==> config.mk <==
export PLATFORM = sky130hd
export DESIGN_NAME = llr_scaler
export DESIGN_NICKNAME = d
export VERILOG_FILES = /design/src/rtl/llr_scaler.sv
export SDC_FILE = /design/constraint.sdc
export NUM_CORES = 1
export LEC_CHECK = 0
export BUFFER_PORTS_ARGS = -buffer_cell sky130_fd_sc_hd__buf_2
export CELL_PAD_IN_SITES_DETAIL_PLACEMENT = 0
export CELL_PAD_IN_SITES_GLOBAL_PLACEMENT = 1
export CORE_ASPECT_RATIO = 1.5
export CORE_MARGIN = 3
export CORE_UTILIZATION = 39
export CTS_CLUSTER_DIAMETER = 50
export DETAILED_ROUTE_END_ITERATION = 8
export PLACE_DENSITY_LB_ADDON = 0.1
export SYNTH_ARGS = -nofsm -noshare
export SYNTH_HDL_FRONTEND = slang
export SYNTH_SLANG_ARGS = --single-unit
==> constraint.sdc <==
create_clock -name clk -period 16.9 [get_ports clk]
set_input_delay 3.38 -clock clk [delete_from_list [all_inputs] [get_ports clk]]
set_output_delay 3.38 -clock clk [all_outputs]
set_load 0.02 [all_outputs]
==> src/rtl/llr_scaler.sv <==
// llr_scaler: scales a stream of signed LLR samples by an unsigned Q(SW-8).8 factor.
// The product is rounded to nearest and saturated symmetrically to +/-(2^(DW-1)-1).
// The pipeline has two register stages:
//   stage 1 holds the full product.
//   stage 2 holds the rounded, saturated sample and drives m_*.
// A new scale loaded mid-frame is parked until the frame's last beat is accepted.
// This keeps the scale constant across a frame.
//
// Ports:
//   clk, rst          - clock; synchronous active-high reset
//   scale_in          - scale factor (256 = 1.0)
//   scale_load        - one-cycle strobe capturing scale_in
//   s_valid/s_ready   - input stream handshake
//   s_data/s_last     - input stream payload
//   m_valid/m_ready   - output stream handshake
//   m_data/m_last     - output stream payload
//   sat_cnt           - saturated beats in the current frame
//
// Optional feature: define LLR_SCALER_STAT_EN to build the saturation counter.
// Without it, sat_cnt is tied to 0.
module llr_scaler #(
    parameter int unsigned DW = 8,
    parameter int unsigned SW = 12
) (
    input  logic                 clk,
    input  logic                 rst,
    input  logic [SW-1:0]        scale_in,
    input  logic                 scale_load,
    input  logic                 s_valid,
    output logic                 s_ready,
    input  logic signed [DW-1:0] s_data,
    input  logic                 s_last,
    output logic                 m_valid,
    input  logic                 m_ready,
    output logic signed [DW-1:0] m_data,
    output logic                 m_last,
    output logic [15:0]          sat_cnt
);

    localparam int unsigned PW = DW + SW + 1;
    localparam logic signed [PW-1:0] SatHi  = PW'((1 << (DW - 1)) - 1);
    localparam logic signed [PW-1:0] SatLo  = -SatHi;
    localparam logic signed [PW-1:0] RndOff = PW'(128);
    localparam logic [SW-1:0]        ScaleOne = SW'(256);

    typedef enum logic [0:0] {StIdle, StFrame} state_e;

    state_e              state_q;
    logic [SW-1:0]       scale_q;
    logic [SW-1:0]       pend_q;
    logic                pend_valid_q;

    logic                s1_valid_q;
    logic signed [PW-1:0] s1_prod_q;
    logic                s1_last_q;

    logic                accept;
    logic                adv;
    logic signed [PW-1:0] data_ext;
    logic signed [PW-1:0] scale_ext;
    logic signed [PW-1:0] prod;
    logic signed [PW-1:0] rnd;
    logic                sat_hi;
    logic                sat_lo;
    logic signed [DW-1:0] s2_data_d;

    // Stage 2 moves when it is empty or being drained.
    assign adv     = !m_valid || m_ready;
    assign s_ready = !s1_valid_q || adv;
    assign accept  = s_valid && s_ready;

    // The scale is zero-extended so it always multiplies as a positive value.
    assign data_ext  = {{(SW + 1){s_data[DW-1]}}, s_data};
    assign scale_ext = {{DW{1'b0}}, 1'b0, scale_q};
    assign prod      = data_ext * scale_ext;

    always_comb begin
        rnd    = (s1_prod_q + RndOff) >>> 8;
        sat_hi = rnd > SatHi;
        sat_lo = rnd < SatLo;
        if (sat_hi) begin
            s2_data_d = SatHi[DW-1:0];
        end else if (sat_lo) begin
            s2_data_d = SatLo[DW-1:0];
        end else begin
            s2_data_d = rnd[DW-1:0];
        end
    end

    // Frame tracking and scale control; the beat accepted this edge still uses scale_q.
    always_ff @(posedge clk) begin
        if (rst) begin
            state_q      <= StIdle;
            scale_q      <= ScaleOne;
            pend_q       <= '0;
            pend_valid_q <= 1'b0;
        end else if (accept && s_last) begin
            state_q      <= StIdle;
            pend_valid_q <= 1'b0;
            if (scale_load) begin
                scale_q <= scale_in;
            end else if (pend_valid_q) begin
                scale_q <= pend_q;
            end
        end else begin
            if (scale_load) begin
                if (state_q == StIdle) begin
                    scale_q <= scale_in;
                end else begin
                    pend_q       <= scale_in;
                    pend_valid_q <= 1'b1;
                end
            end
            if (accept) begin
                state_q <= StFrame;
            end
        end
    end

    always_ff @(posedge clk) begin
        if (rst) begin
            s1_valid_q <= 1'b0;
            s1_prod_q  <= '0;
            s1_last_q  <= 1'b0;
        end else if (s_ready) begin
            s1_valid_q <= s_valid;
            if (s_valid) begin
                s1_prod_q <= prod;
                s1_last_q <= s_last;
            end
        end
    end

    always_ff @(posedge clk) begin
        if (rst) begin
            m_valid <= 1'b0;
            m_data  <= '0;
            m_last  <= 1'b0;
        end else if (adv) begin
            m_valid <= s1_valid_q;
            if (s1_valid_q) begin
                m_data <= s2_data_d;
                m_last <= s1_last_q;
            end
        end
    end

`ifdef LLR_SCALER_STAT_EN
    logic        s1_first_q;
    logic        sat;
    logic [15:0] sat_cnt_q;

    assign sat = sat_hi || sat_lo;

    always_ff @(posedge clk) begin
        if (rst) begin
            s1_first_q <= 1'b0;
        end else if (accept) begin
            s1_first_q <= (state_q == StIdle);
        end
    end

    // The first beat of a frame restarts the count, including itself if saturated.
    always_ff @(posedge clk) begin
        if (rst) begin
            sat_cnt_q <= '0;
        end else if (adv && s1_valid_q) begin
            if (s1_first_q) begin
                sat_cnt_q <= {15'd0, sat};
            end else if (sat && (sat_cnt_q != 16'hFFFF)) begin
                sat_cnt_q <= sat_cnt_q + 16'd1;
            end
        end
    end

    assign sat_cnt = sat_cnt_q;
`else
    assign sat_cnt = '0;
`endif

endmodule

# Yosys cells after proc, flatten, opt, wreduce, memory -nomap -nowiden
# Index checks and enable logic that the tools add are counted.
# W data, S select, Z words.
# word_totals
ff_bits	59
inputBits	26
output_inout_bits	27
word_cells	37
# classes
n_addsub	1
mul	1
magnitude_cmp	2
eq_ne	1
n_mux	7
bitwise	1
n_reduce_logical	14
# ops
cell	n
$mux W12	5
$add A21 B9 Y21 const B	1
$mul A8 B13 Y21	1
$mux W8	2
$gt A13 B8 Y1 const B	1
$lt A13 B8 Y1 const B	1
$reduce_and A2 Y1	3
$reduce_and A3 Y1	2
$reduce_bool A2 Y1	2
$logic_and A1 B1 Y1	2
$logic_not A1 Y1	2
$logic_or A1 B1 Y1	2
$ne A2 B1 Y1 const B	1
$reduce_or A2 Y1	1
$not A1 Y1	1

# Depth between registers and ports, before layout
# Gate-level depths: netlist (run 1).
# depth
depth_word	7
mapped_depth	18
ltp_nobuf	18

# Worst setup path after synthesis (run 1)
# Ideal clock, no wire load.
# synth_timing
path_kind	in2reg
start	input s_data[6]
end	register s1_prod_q[20]
setup_ns	0.103
t_arrival_ns	7.565
required_time_ns	16.797
setup_slack_ns	9.232
cell_stages	18
path_buffers	1
path_cell_list	clkbuf_1 > and2_1 > fa_1 > inv_1 > fa_1 > inv_1 > fa_1 > inv_1 > fa_1 > inv_1 > ha_1 > a211oi_2 > nand2_1 > a211oi_2 > a31oi_1 > nor3_2 > o21ai_1 > a2111oi_2
# synth_via
elab_chain_len	1
# synth_lines
element	line	source
start: declaration	31	input logic signed [DW-1:0] s_data,
$mul A8 B13 Y21	75	assign prod = data_ext * scale_ext;
end signal: assignment	128	s1_prod_q <= prod;
end: declaration	54	logic signed [PW-1:0] s1_prod_q;
# No other way between the ends.
# A chain may end at the register's enable or synchronous reset.

# Worst setup path after layout (run 1)
# layout_timing
start	input s_data[7]
end	register s1_prod_q[20]
# The elaborated chain is that of the path after synthesis.

==> results.ini, run 1 <==
[global_route]
grt_antenna_before_repair=0
grt_remaining_overflow=0
grt_start_max_net_pins=43
grtUsageTotal_pct=17.1
grt_pass1_vias=4485
grt_first_pass_wirelength_um=22300

[synth]
syn_inst=671
netlist_area_sq_mm=0.00562
yosysSeqAreaShare_pct=18.5
synth_top_cell_by_area=fa_1
synth_top_area_share_pct=21.0
async_flop_share_pct=0
synth_edf_count=0
yosys-top-cells-area=fa_1, dfxtp_1, ha_1
synth_seq_cells=52
yosys_most_used_dff=dfxtp_1
ys_warn_count=0
postSynthAreaPerCell_sq_um=8.37
synth_cell_types=56

[clocking]
htree_num_levels=2
cts.path.max_buffers=2
postCtsSetupBuffers=0
post_cts_resized=0
numCtsBuffers=5
cts_tree=done
path_clk_slew_ns=0.08
clkSinkCount=52
holdBufCountCts=0
clock_latency_ns=0.30
clockRootBuffer=clkbuf_16

[die]
fp-row-count=53
start_util_pct=40.0
die_height_um=153
io_pins=53
die_area_sq_mm=0.0159
core_area_sq_mm=0.0141
die_x_um=104

[route]
drtIter0Drc=104
wl_um=13100
wl_per_cell_um=14.9
drc=0
vias=4335
viasPerCell=4.93
ant_nets=0
drtPass1Iterations=4

[timing]
timing.final.crit_share_pct=46.2
finalClockSkew_ns=0.00865
final_hold_viol_count=0
setup_tns_ns=0
tightest_slew_ns=0.842
maxSlewHeadroom_pct=43.9
hold_slack_ns=0.454
setup_viol=0
max_freq_mhz=128
slew_viol_final=0
rsz0062_at_grt=no
finalCriticalPeriod_ns=7.81

[final_layout]
syn2layout_area_growth_pct=6.95
design_area_sq_mm=0.00601
fin_nets=822
stdcell_count=880
drive_gt1_share_pct=8.72
antenna-diode-count=0
final.fill_count=1502

[power]
p_total_mw=0.525
powerDensity_mw_per_mm2=87.3
p_leak_nw=2.90
vdd_ir_drop_max_v=0.0000747

[setup_path]
critPathMaxFanout=9
start_kind=input port
crit_path_end_kind=register
cp.required_ns=17.10
slowest_stage=fa_1
crit_chain=buf_2, clkinv_1, nor2_1, fa_1, inv_1, fa_1, inv_1, fa_1, inv_1, fa_1, inv_1, ha_1, a211oi_2, nand2_1, a211oi_2, a31oi_1, nor3_2, o21ai_1, a2111oi_2
arrival_ns=8.00
crit_type=input port to register
cpPeakStageDelay_ns=0.54

[placed_design]
postPlaceCellArea_sq_mm=0.00586
gp_congestion=0.835
io_buffers=36
placed_cells=872
dp_hpwl_um=10600

[run]
maxCapViolCount=0

[min_path]
hp-class=register to register

[run_status]
outcome=finished clean

[per-stage QoR]
| step | util [%] | setup slack (ns) |
|---|---|---|
| after CTS | 42.7 | 9.07 |
| final | 42.7 | 9.09 |
| after global routing | 42.7 | 8.77 |
| after floorplan | - | 9.23 |
| after detailed placement | 41.7 | 8.77 |
| after global placement | 41.7 | 8.81 |
[area by class of cell]
cell class | count | area (sq um) | share of cell area (%)
clock inverter | 3 | 21.3 | 0.354
clock buffer | 5 | 125 | 2.08
multi-input combinational | 502 | 4060 | 67.6
tap | 192 | 240 | 4.00
timing repair buffer | 37 | 188 | 3.12
inverter | 89 | 334 | 5.56
sequential | 52 | 1040 | 17.3
[flip-flops by register name (all words and copies together), names as in the netlist]
signal / count
m_data: 8
m_last: 1
m_valid: 1
pend_q: 12
pend_valid_q: 1
s1_last_q: 1
s1_prod_q: 14
s1_valid_q: 1
scale_q: 12
state_q: 1
[layer usage]
layer | GRT usage (%) | wire length, um | vias to the layer above
met5 | 0 | 0 | -
met3 | 1.82 | 223 | 8
met1 | 20.6 | 5490 | 2109
met2 | 32.6 | 7230 | 42
met4 | 3.61 | 142 | 0
li1 | - | - | 2176
[power breakdown]
group	leakage [nW]	internal, mW	switching (mW)
clock	0.0702	0.0553	0.0492
sequential	0.427	0.137	0.0250
combinational	2.40	0.112	0.146
[cell families (layout without fill, tap and decap cells)]
logic type / count (synthesis) / in the layout / synth area share [%]
and+or+nand+nor: 238 / 238 / 21.7
other: 1 / 16 / 0.0667
AOI/OAI and AO/OA: 106 / 106 / 11.8
buffers and inverters: 132 / 134 / 10.2
xor gates and xnor gates: 18 / 18 / 2.81
adders and majority gates: 109 / 109 / 32.2
DFF: 52 / 52 / 18.5
muxes: 15 / 15 / 2.69
[cells in the mapped netlist, types with 15 or more instances]
cell      instances
o21ai_0          15
and2_1           61
nor2_1           48
inv_1            88
dfxtp_1          52
clkbuf_1         20
fa_1             59
ha_1             50
buf_4            18
a21oi_1          54
nand2_1          66
[worst paths after layout]
check / startpoint / endpoint / slack (ns) / cells past startpoint
setup reg to reg: scale_q[6]$_SDFFE_PP0P_ / s1_prod_q[20]$_SDFFE_PP0P_ / 11.96 / 17
hold / removal: pend_q[7]$_SDFFE_PP0P_ / pend_q[7]$_SDFFE_PP0P_ / 0.45 / 2
hold reg to reg: pend_q[7]$_SDFFE_PP0P_ / pend_q[7]$_SDFFE_PP0P_ / 0.45 / 2
setup / recovery: s_data[7] / s1_prod_q[20]$_SDFFE_PP0P_ / 9.09 / 19
[cell usage in the layout (no fill, tap or decap), drive strengths merged, types with 3 or more instances in the layout]
cell type	n
a211oi	5
a21oi	55
a22o	3
a31oi	7
and2	61
and3	11
buf	37
clkbuf	5
conb	16
dfxtp	52
fa	59
ha	50
inv	89
mux2i	14
nand2	66
nand2b	13
nand3	14
nor2	48
nor3	11
o21ai	17
or3	4
xnor2	11
xor2	7
[critical path: cells and delay by family]
kind	cells	cell delay, ns
AO/OA/AOI/OAI	5	1.09
adder cells (fa/ha/maj)	5	2.49
AND/OR/NAND/NOR	3	0.50
buffers and inverters	6	0.52
(Power assumes the default switching activity.)
==> run 2: changes to the inputs <==
--- a/config.mk
+++ b/config.mk
@@ -5,6 +5,7 @@
 export SDC_FILE = /design/constraint.sdc
 export NUM_CORES = 1
 export LEC_CHECK = 0
+export ABC_AREA = 1
 export BUFFER_PORTS_ARGS = -buffer_cell sky130_fd_sc_hd__buf_2
 export CELL_PAD_IN_SITES_DETAIL_PLACEMENT = 0
 export CELL_PAD_IN_SITES_GLOBAL_PLACEMENT = 1
==> constraint.sdc (replaced) <==
create_clock -name clk -period 8.1 [get_ports clk]
set_input_delay 1.62 -clock clk [delete_from_list [all_inputs] [get_ports clk]]
set_output_delay 1.62 -clock clk [all_outputs]
set_load 0.02 [all_outputs]
==> results.ini, run 2 <==
[timing]
worst_slack_ns=2.43  ; was 9.09 ns
hold_slack_ns=0.454  ; about the same
finalCriticalPeriod_ns=5.67
maxSlewHeadroom_pct=45.2  ; was 43.9%
final_hold_viol_count=0  ; unchanged
timing.final.crit_share_pct=69.9
tightest_slew_ns=0.822  ; was 0.842 ns
max_freq_mhz=176
setup_viol=0  ; unchanged
slew_viol_final=0  ; unchanged
setup_tns_ns=0  ; unchanged
finalClockSkew_ns=0.00874  ; was 0.00865 ns
rsz0062_at_grt=no  ; unchanged

[power]
clkPwrFrac_pct=20.2  ; was 19.9%
p_total_mw=1.26  ; was 0.525 mW
p_sw_share_pct=45.3  ; was 42.0%
pwr-share-seq_pct=26.3  ; was 30.8%
vdd_ir_drop_max_v=0.000121  ; was 0.0000747 V
intPower_mw=0.689  ; was 0.304 mW
switchingPower_mw=0.569  ; was 0.220 mW
comb_power_share_pct=53.5  ; was 49.2%
p_leak_nw=3.85  ; was 2.90 nW
powerDensity_mw_per_mm2=193  ; was 87.3 mW/mm^2

[setup_path]
crit-reg2reg-capture=s1_prod_q[16]$_SDFFE_PP0P_  ; was s1_prod_q[20]$_SDFFE_PP0P_
crit_path_end_kind=register  ; unchanged
endpoint=s1_prod_q[16]$_SDFFE_PP0P_  ; was s1_prod_q[20]$_SDFFE_PP0P_
crit_type=input port to register  ; unchanged
ff2ff_path_depth=21  ; was 17
rrSetupSlack_ns=3.67  ; was 11.96 ns
critPathMaxFanout=12  ; was 9
arrival_ns=5.86  ; was 8.00 ns
r2r_start=scale_q[0]$_SDFFE_PP0P_  ; was scale_q[6]$_SDFFE_PP0P_
cp.required_ns=8.29  ; was 17.10 ns
start_kind=input port  ; unchanged
startpoint=s_data[7]  ; unchanged

[placed_design]
postPlaceCellArea_sq_mm=0.00634  ; was 0.00586 sq mm
io_buffers=36  ; unchanged
place_ws_ns=2.08  ; was 8.77 ns
gp_congestion=0.879  ; was 0.835
dp_hpwl_um=12000  ; was 10600 um
placed_cells=1094  ; was 872

[clocking]
cts.path.max_buffers=2  ; unchanged
holdBufCountCts=0  ; unchanged
cts_tree=done  ; unchanged
postCtsSetupBuffers=0  ; unchanged
htree_num_levels=2  ; unchanged
clkSinkCount=52  ; unchanged
post_cts_resized=0  ; unchanged
numCtsBuffers=5  ; unchanged
path_clk_slew_ns=0.07  ; was 0.08 ns
clockRootBuffer=clkbuf_16  ; unchanged
clock_latency_ns=0.29  ; was 0.30 ns

[final_layout]
largest_register_ff_count=14  ; unchanged
top_regs=s1_prod_q (14), pend_q (12), scale_q (12)  ; unchanged
fin_nets=1037  ; was 822
design_area_sq_mm=0.00653  ; was 0.00601 sq mm
multi_input_area_sq_mm=0.00406  ; about the same
stdcell_count=1102  ; was 880
final_common_cell=inv_1  ; unchanged
largest-register=s1_prod_q  ; unchanged
syn2layout_area_growth_pct=7.06  ; was 6.95%
drive_gt1_share_pct=8.31  ; was 8.72%
seq_area_sq_mm=0.00104  ; unchanged
layout_common_cells=inv_1, nand2_1, nor2_1, fa_1, a21oi_1  ; was inv_1, nand2_1, and2_1, fa_1, a21oi_1
final.fill_count=1638  ; was 1502
antenna-diode-count=0  ; unchanged
final_util_pct=42.9  ; was 42.7%

[synth]
synth_top_cell_by_area=fa_1  ; unchanged
synth_seq_cells=52  ; unchanged
ys_warn_count=0  ; unchanged
synth_top_area_share_pct=19.4  ; was 21.0%
synth_common_cells=inv_1, nand2_1, nor2_1  ; was inv_1, nand2_1, and2_1
synth_cell_types=40  ; was 56
async_flop_share_pct=0  ; unchanged
synth.most_common_cell=inv_1  ; unchanged
yosys_most_used_dff=dfxtp_1  ; unchanged
postSynthAreaPerCell_sq_um=6.85  ; was 8.37 sq um
syn_inst=890  ; was 671
netlist_area_sq_mm=0.00610  ; was 0.00562 sq mm
yosysSeqAreaShare_pct=17.1  ; was 18.5%
yosys-top-cells-area=fa_1, dfxtp_1, inv_1  ; was fa_1, dfxtp_1, ha_1
synth_edf_count=0  ; unchanged

[die]
die_area_sq_mm=0.0172  ; was 0.0159 sq mm
core_area_sq_mm=0.0152  ; was 0.0141 sq mm
io_pins=53  ; unchanged
die_height_um=159  ; was 153 um
fp-row-count=55  ; was 53
start_util_pct=40.1  ; was 40.0%
die_x_um=108  ; was 104 um

[global_route]
grtUsageTotal_pct=18.3  ; was 17.1%
grt_remaining_overflow=0  ; unchanged
grt_pass1_vias=5534  ; was 4485
grt_first_pass_wirelength_um=25700  ; was 22300 um
grt_start_max_net_pins=27  ; was 43
grt_antenna_before_repair=0  ; unchanged

[route]
drtPass1Iterations=5  ; was 4
drtIter0Drc=256  ; was 104
wl_um=14600  ; was 13100 um
viasPerCell=4.83  ; was 4.93
wl_per_cell_um=13.3  ; was 14.9 um
drc=0  ; unchanged
vias=5318  ; was 4335
ant_nets=0  ; unchanged

[run_status]
outcome=finished clean  ; unchanged

[run]
maxCapViolCount=0  ; unchanged

[min_path]
hp-class=register to register  ; unchanged
whs_path_depth=2  ; unchanged

[run 2: logic make-up (layout without fill, tap and decap cells)]
family | count (synthesis) | count (layout) | synth area share, %
simple gates | 344 | 344 | 24.8
buf+inv | 261 | 259 | 17.2
compound gates | 116 | 116 | 10.1
fa+ha+maj | 109 | 109 | 29.6
flops | 52 | 52 | 17.1
xor+xnor | 7 | 7 | 1.13
other cells | 1 | 16 | 0.0615
[run 2: power by group through the flow]
stage,combinational (mW),sequential [mW],clock (mW)
after detailed placement,0.675,0.337,0
after floorplan,0.537,0.320,0
after CTS,0.681,0.332,0.262
final,0.673,0.331,0.254
after global placement,0.672,0.337,0
after global routing,0.797,0.337,0.271
[run 2: final cells by class]
class                      instances  share of cell area, %
multi-input combinational        592                   62.3
sequential                        52                   15.9
inverter                         215                   12.4
tap                              199                   3.81
timing repair buffer              36                   2.76
clock buffer                       7                   2.34
clock inverter                     1                  0.460
[run 2: routing by layer]
metal  vias to the layer above  share of wire (%)  track usage [%]
met5                         -                  0                0
met2                       104                 54             35.5
met1                      2537                 41             21.2
met4                         0                1.5             4.08
met3                        12                3.4             1.46
li1                       2665                  -                -
[run 2: worst min-delay path by stage]
stage	end	startpoint	slack (ns)
floorplan	pend_q[2]$_SDFFE_PP0P_	pend_q[2]$_SDFFE_PP0P_	0.43
global placement	pend_q[2]$_SDFFE_PP0P_	pend_q[2]$_SDFFE_PP0P_	0.44
detailed placement	pend_q[6]$_SDFFE_PP0P_	pend_q[6]$_SDFFE_PP0P_	0.45
CTS	pend_q[3]$_SDFFE_PP0P_	pend_q[3]$_SDFFE_PP0P_	0.46
global route	pend_q[2]$_SDFFE_PP0P_	pend_q[2]$_SDFFE_PP0P_	0.48
finish	pend_q[4]$_SDFFE_PP0P_	pend_q[4]$_SDFFE_PP0P_	0.45
[run 2: worst max-delay path: stages]
cell	delay, ns
buf_2	0.11
inv_1	0.20
or2_2	0.36
fa_1	0.51
fa_1	0.54
inv_1	0.05
fa_1	0.52
inv_1	0.05
fa_1	0.52
inv_1	0.04
ha_1	0.35
nand2_1	0.09
nand2_1	0.06
a21oi_1	0.16
nand2_1	0.10
nand2_1	0.09
nand2_1	0.10
nand2_1	0.09
nand2_1	0.05
nand2_1	0.06
nand3_1	0.06
nand2_1	0.08
inv_1	0.03
==> run 3: changes to the inputs <==
==> constraint.sdc (replaced) <==
create_clock -name clk -period 5.75 [get_ports clk]
set_input_delay 1.15 -clock clk [delete_from_list [all_inputs] [get_ports clk]]
set_output_delay 1.15 -clock clk [all_outputs]
set_load 0.02 [all_outputs]
==> results.ini, run 3 (synthesis gave the netlist of run 2 again) <==
[global_route]
grt_remaining_overflow=0  ; unchanged
grt_pass1_vias=5346  ; was 5534
grt_first_pass_wirelength_um=25200  ; was 25700 um
grt_antenna_before_repair=0  ; unchanged
grt_start_max_net_pins=27  ; unchanged
grtUsageTotal_pct=18.0  ; was 18.3%

[route]
drtIter0Drc=233  ; was 256
wl_per_cell_um=13.4  ; was 13.3 um
viasPerCell=4.72  ; was 4.83
ant_nets=0  ; unchanged
drc=0  ; unchanged
vias=5210  ; was 5318
drtPass1Iterations=6  ; was 5
wl_um=14700  ; was 14600 um

[min_path]
hp-class=register to register  ; unchanged
min_from=pend_q[5]$_SDFFE_PP0P_  ; was pend_q[4]$_SDFFE_PP0P_

[setup_path]
cp.required_ns=5.94  ; was 8.29 ns
rrSetupSlack_ns=1.26  ; was 3.67 ns
crit_path_end_kind=register  ; unchanged
crit_type=input port to register  ; unchanged
critPathMostFrequentCell=nand2_1  ; unchanged
startpoint=s_data[7]  ; unchanged
r2r_start=scale_q[0]$_SDFFE_PP0P_  ; unchanged
critPathBufInv=6  ; unchanged
cp_top_family=adder cells  ; unchanged
critPathMaxFanout=5  ; was 12
crit_chain=buf_2, inv_1, or2_2, fa_1, fa_1, inv_1, fa_1, inv_1, fa_1, inv_1, ha_1, nand2_1, nand2_1, a21oi_1, nand2_1, nand2_1, nand2_1, nand2_1, nand2_1, nand2_1, nand3_1, nand2_1, inv_1  ; unchanged
arrival_ns=5.27  ; was 5.86 ns
slowest_stage=fa_1  ; unchanged
cpPeakStageDelay_ns=0.54  ; about the same
start_kind=input port  ; unchanged

[final_layout]
fin_nets=1038  ; was 1037
largest-register=s1_prod_q  ; unchanged
final_common_cell=inv_1  ; unchanged
syn2layout_area_growth_pct=7.18  ; was 7.06%
drive_gt1_share_pct=8.41  ; was 8.31%
final.fill_count=1645  ; was 1638
top_regs=s1_prod_q (14), pend_q (12), scale_q (12)  ; unchanged
antenna-diode-count=0  ; unchanged
largest_register_ff_count=14  ; unchanged
layout_common_cells=inv_1, nand2_1, nor2_1, fa_1, a21oi_1  ; unchanged
stdcell_count=1103  ; was 1102

[timing]
maxSlewHeadroom_pct=46.6  ; was 45.2%
slew_viol_final=0  ; unchanged
rsz0062_at_grt=no  ; unchanged
setup_viol=0  ; unchanged
tightest_slew_ns=0.799  ; was 0.822 ns
timing.final.crit_share_pct=88.4
max_freq_mhz=197
setup_tns_ns=0  ; unchanged
final_hold_viol_count=0  ; unchanged
finalClockSkew_ns=0.00972  ; was 0.00874 ns
finalCriticalPeriod_ns=5.08

[clocking]
cts_tree=done  ; unchanged
clockRootBuffer=clkbuf_16  ; unchanged
clock_latency_ns=0.29  ; about the same
htree_num_levels=2  ; unchanged
holdBufCountCts=0  ; unchanged
post_cts_resized=0  ; unchanged
path_clk_slew_ns=0.07  ; about the same
postCtsSetupBuffers=0  ; unchanged
cts.path.max_buffers=2  ; unchanged
clkSinkCount=52  ; unchanged
numCtsBuffers=5  ; unchanged

[placed_design]
io_buffers=36  ; unchanged
gp_congestion=0.886  ; was 0.879
placed_cells=1095  ; was 1094
dp_hpwl_um=12200  ; was 12000 um

[die]
core_area_sq_mm=0.0152  ; unchanged
fp-row-count=55  ; unchanged
die_x_um=108  ; unchanged
start_util_pct=40.1  ; unchanged
io_pins=53  ; unchanged
die_height_um=159  ; unchanged
die_area_sq_mm=0.0172  ; unchanged

[run]
maxCapViolCount=0  ; unchanged

[power]
p_leak_nw=3.86  ; was 3.85 nW
powerDensity_mw_per_mm2=270  ; was 193 mW/mm^2
vdd_ir_drop_max_v=0.000175  ; was 0.000121 V

[run_status]
outcome=finished clean  ; unchanged

-- run 3: cell count changes in the layout (fill, tap and decap cells not counted) --
cell / change
buf_4: +1
-- run 3: layout make-up --
| cell class | count | area [sq um] | area share, % |
|---|---|---|---|
| Tap cell | 199 | 249 | 3.81 |
| Timing Repair Buffer | 37 | 188 | 2.87 |
| Clock inverter | 1 | 30.0 | 0.460 |
| Sequential cell | 52 | 1040 | 15.9 |
| Inverter | 215 | 811 | 12.4 |
| Clock buffer | 7 | 153 | 2.34 |
| Multi-Input combinational cell | 592 | 4060 | 62.2 |
-- run 3: metal layers --
metal / routed length [um] / track usage (%)
met5: 0 / 0
met4: 347 / 5.05
met3: 382 / 1.70
met2: 8020 / 34.7
met1: 6000 / 20.4
-- run 3: worst reg2reg max path: stages, from the launching register on --
cell	delay, ns
dfxtp_1	0.42
or2_2	0.37
fa_1	0.52
fa_1	0.54
inv_1	0.05
fa_1	0.52
inv_1	0.05
fa_1	0.52
inv_1	0.04
ha_1	0.35
nand2_1	0.09
nand2_1	0.07
a21oi_1	0.18
nand2_1	0.10
nand2_1	0.10
nand2_1	0.10
nand2_1	0.09
nand2_1	0.05
nand2_1	0.06
nand3_1	0.06
nand2_1	0.08
inv_1	0.04
-- run 3: path summary, 6_finish.rpt --
check,to,cells past startpoint
setup / recovery,s1_prod_q[16]$_SDFFE_PP0P_,23
hold / removal,pend_q[5]$_SDFFE_PP0P_,2
setup reg to reg,s1_prod_q[16]$_SDFFE_PP0P_,21
hold reg to reg,pend_q[5]$_SDFFE_PP0P_,2
-- run 3: through the flow --
| stage | power, mW | cell area, sq um | hold slack [ns] | utilization (%) | setup WS [ns] |
|---|---|---|---|---|---|
| finish | 1.77 | 6540 | 0.459 | 43.0 | 0.668 |
| floorplan | 1.21 | 6150 | 0.430 | - | 0.570 |
| CTS | 1.79 | 6540 | 0.462 | 43.0 | 0.623 |
| global route | 1.97 | 6540 | 0.469 | 43.0 | 0.238 |
| global placement | 1.42 | 6350 | 0.439 | 41.8 | 0.362 |
| detailed placement | 1.43 | 6350 | 0.448 | 41.8 | 0.325 |
-- run 3: power by group --
part	internal [mW]	switching (mW)	total, mW
registers	0.403	0.0627	0.466
logic	0.338	0.604	0.942
clock network	0.229	0.128	0.357
